$ cat src/rtl/status_register_unit.sv
// NZCV flag state (CPSR) plus one saved copy (SPSR) for exception entry/return.
// EXE->ID flag hazard is resolved by a same-cycle bypass or a one-cycle stall.
module status_register_unit #(
    parameter bit         FORWARD_EN = 1'b1,
    parameter logic [3:0] AL_COND    = 4'b1110
) (
    input  logic       clk,
    input  logic       rst,
    input  logic       exe_valid,
    input  logic       exe_s,
    input  logic [3:0] exe_flags,
    input  logic       msr_we,
    input  logic [3:0] msr_data,
    input  logic       exc_entry,
    input  logic       exc_return,
    input  logic       id_valid,
    input  logic [3:0] id_cond,
    output logic       status_n,
    output logic       status_z,
    output logic       status_c,
    output logic       status_v,
    output logic [3:0] cpsr_q,
    output logic [3:0] spsr_q,
    output logic       flag_stall
);

    logic       alu_wr;
    logic       msr_wr;
    logic       ret_take;
    logic [3:0] exe_next;
    logic [3:0] cpsr_next;
    logic [3:0] status;

    assign alu_wr   = exe_valid & exe_s;
    assign msr_wr   = exe_valid & msr_we;
    // Entry wins over a simultaneous return; the EXE instruction still completes.
    assign ret_take = exc_return & ~exc_entry;

    always_comb begin
        exe_next = cpsr_q;
        if (msr_wr)
            exe_next = msr_data;
        else if (alu_wr)
            exe_next = exe_flags;
    end

    assign cpsr_next = ret_take ? spsr_q : exe_next;

    always_ff @(posedge clk) begin
        if (rst) begin
            cpsr_q <= 4'b0000;
            spsr_q <= 4'b0000;
        end else begin
            cpsr_q <= cpsr_next;
            if (exc_entry)
                spsr_q <= exe_next;
        end
    end

    generate
        if (FORWARD_EN) begin : g_fwd
            assign status     = rst ? 4'b0000 : cpsr_next;
            assign flag_stall = 1'b0;
        end else begin : g_stall
            assign status     = rst ? 4'b0000 : cpsr_q;
            assign flag_stall = ~rst & id_valid & (id_cond != AL_COND)
                              & (alu_wr | msr_wr | exc_return);
        end
    endgenerate

    assign {status_n, status_z, status_c, status_v} = status;

endmodule

$ cat config.mk
export PLATFORM = sky130hd
export DESIGN_NAME = status_register_unit
export DESIGN_NICKNAME = d
export VERILOG_FILES = /design/src/rtl/status_register_unit.sv
export SDC_FILE = /design/constraint.sdc
export NUM_CORES = 1
export LEC_CHECK = 0
export ABC_AREA = 0
export ABC_CLOCK_PERIOD_IN_PS = 2000
export CORE_AREA = 3 3 40 42
export DETAILED_ROUTE_END_ITERATION = 12
export DIE_AREA = 0 0 43 45
export PLACE_DENSITY_LB_ADDON = 0.05
export SLEW_MARGIN = 20
export SYNTH_ARGS = -nofsm -noshare
export SYNTH_HDL_FRONTEND = slang
export SYNTH_SLANG_ARGS = --single-unit
$ cat constraint.sdc
create_clock -name clk -period 2 [get_ports clk]
set_input_delay 0.4 -clock clk [delete_from_list [all_inputs] [get_ports clk]]
set_output_delay 0.4 -clock clk [all_outputs]
set_load 0.005 [all_outputs]
==> results of run 1 <==
==> area by class of cell <==
cell class | count | share of cell area [%]
Clock buffer | 3 | 2.63
Multi-Input combinational cell | 34 | 42.7
Sequential cell | 8 | 18.7
Tap cell | 15 | 2.19
Timing Repair Buffer | 33 | 33.8
==> report_power, final <==
group	total (mW)	switching (mW)	internal, mW
combinational	0.155	0.0658	0.0892
clock	0.125	0.0562	0.0688
sequential	0.180	0.00828	0.171
total	0.460	0.130	0.329
==> worst paths after layout <==
check	from	endpoint	slack [ns]	cells after the start
worst min register to register	spsr_q[2]$_SDFFE_PP0P_	spsr_q[2]$_SDFFE_PP0P_	0.50	2
worst max-delay path	msr_we	status_c	0.08	5
worst min-delay path	spsr_q[2]$_SDFFE_PP0P_	spsr_q[2]$_SDFFE_PP0P_	0.50	2
worst max register to register	cpsr_q[1]$_DFF_P_	spsr_q[1]$_SDFFE_PP0P_	0.91	3
==> through the flow <==
| step | instance area, um2 | TNS (ns) | hold WS, ns | utilization [%] |
|---|---|---|---|---|
| floorplan | 407 | 0 | 0.493 | - |
| global placement | 722 | -1.95 | 0.502 | 56.2 |
| detailed placement | 722 | -1.97 | 0.501 | 56.2 |
| CTS | 856 | 0 | 0.512 | 66.6 |
| global route | 856 | 0 | 0.533 | 66.6 |
| finish | 856 | 0 | 0.504 | 66.6 |
==> per-layer routing <==
metal	track usage, %	wire length, um	vias to the layer above
met5	0	0	-
met4	9.04	30	0
met3	5.18	117	5
met2	25.7	601	24
met1	21.3	626	223
li1	-	-	244
==> sequential cells by signal, indices dropped and copies added (netlist names) <==
register / cells
spsr_q: 4
cpsr_q: 4
==> synthesized netlist by cell type <==
master	count	area [um2]
buf_1	1	3.75
buf_4	1	7.51
clkbuf_2	1	5.00
conb_1	1	3.75
dfxtp_1	8	160
nand2_1	2	7.51
nand2b_1	5	31.3
nand3b_1	4	30.0
nor2b_1	1	6.26
o22ai_1	4	25.0
o31ai_1	8	60.1
o32ai_1	4	35.0
or2_1	1	6.26
or3_1	4	25.0
==> logic make-up (layout without fill, tap and decap cells) <==
kind of cell | count (synthesis) | count (layout) | synth area share (%)
other | 1 | 1 | 0.922
AO/OA/AOI/OAI | 16 | 16 | 29.5
buffers and inverters | 3 | 36 | 4.00
flip-flops | 8 | 8 | 39.4
AND/OR/NAND/NOR | 17 | 17 | 26.2
==> repair_timing <==
action	4_1_cts	5_1_grt
hold endpoints to repair	0	0
setup buffers	0	0
gates resized for setup	46	0
endpoints found under the setup margin	4	0
==> tightest hold or removal path: stages (launching register included) <==
cell	delay (ns)
dfxtp_1	0.31
nand2b_1	0.06
o32ai_1	0.07
==> results.ini, run 1 <==
[run_status]
run_status = finished, final reports clean

[placed_design]
portBuffers = 26
gp_congestion = 0.774
dpl.cell_count = 90
detailedPlace.worstSlack_ns = -0.531
dp_hpwl_um = 957

[synthesis]
synth.net_count = 65
syn-instance-count = 45
ys_ff_latch = 8
avgSynthCellArea_um2 = 9.04
syn_area_um2 = 407
ys_types = 14
seq_area_frac_synth_pct = 39.4
ys_warn_count = 0

[clock_tree]
path_clk_slew_ns = 0.05
clk_latency_ns = 0.25
cts_htree_levels = 1
cts_tree = built
cts_sinks = 8
holdBufCountCts = 0
cts-root-buf = clkbuf_4
clock_path_buffers = 2
numCtsBuffers = 3

[global_routing]
grtUsageTotal_pct = 16.8
grt_start_max_net_pins = 10
grt_pass1_vias = 527
grt_first_pass_wirelength_mm = 2.40
antenna_found_initial = 0
grt.overflow.total = 0

[finish]
layout_common_cells = clkdlybuf4s50_1 (17), o31ai_4 (8), dfxtp_1 (8), buf_4 (7), nand2b_1 (5)
finalNonFillerCells = 93
insertedDiodeCount = 0
syn_to_final_growth_pct = 110
multi_input_area_um2 = 365
layout_commonest_cell = clkdlybuf4s50_1
nets = 100
fillCellCount = 115
seqCellArea_um2 = 160
drive_gt1_share_pct = 35.9

[critical_path]
worst_path_max_delay_cell = or3_1
crit_chain = clkdlybuf4s15_2 > or3_1 > o31ai_4 > o31ai_4 > buf_2
start_kind = primary input
cp_max_fo = 9
crit_buf_inv = 2
crit_type = in2out
cp.required_ns = 1.60
path_common_cell = o31ai_4
cp_top_family = simple AND/OR/NAND/NOR gates
worstPathArrival_ns = 1.52
slowest_delay_ns = 0.47
worstSetupEndpointType = output port

[power_and_ir_drop]
leakagePower_nw = 0.316
irDropWorstVdd_v = 0.000331
pwr_density_cell_nw_per_um2 = 537
finalPower_uw = 460

[floorplanning]
die_area_um2 = 1940
num_rows = 13
fp.dieH_um = 45
dieWidth_um = 43
io_pins = 33
core-area_um2 = 1280
start_util_pct = 31.6

[timing]
finalClockSkew_ns = 0.000163
fmaxAchievable_mhz = 521
min_period_ns = 1.92
slew_violations = 0
finalHoldViolCount = 0
rsz0062_at_grt = no
setup_ws_ns = 0.0795
setup_viol = 0
finalCritPeriodShare_pct = 96.0

[detailed_routing]
drt_iter0_drc = 7
wl_mm = 1.38
num_vias = 496
drt-pass1-iter-count = 5
ant_nets = 0
remaining_drc_errors = 0
viasPerCell = 5.33
wl_per_cell_um = 14.8

[hold_path]
hold_class = reg2reg

[flow_run]
maxCapViolCount = 0

Power figures use the tool's default switching activity.
==> inputs of run 2 (changes only) <==
SLEW_MARGIN = 10   (was 20)
==> results of run 2 <==
No change in the layout: final DEF, timing and power equal those of run 1.
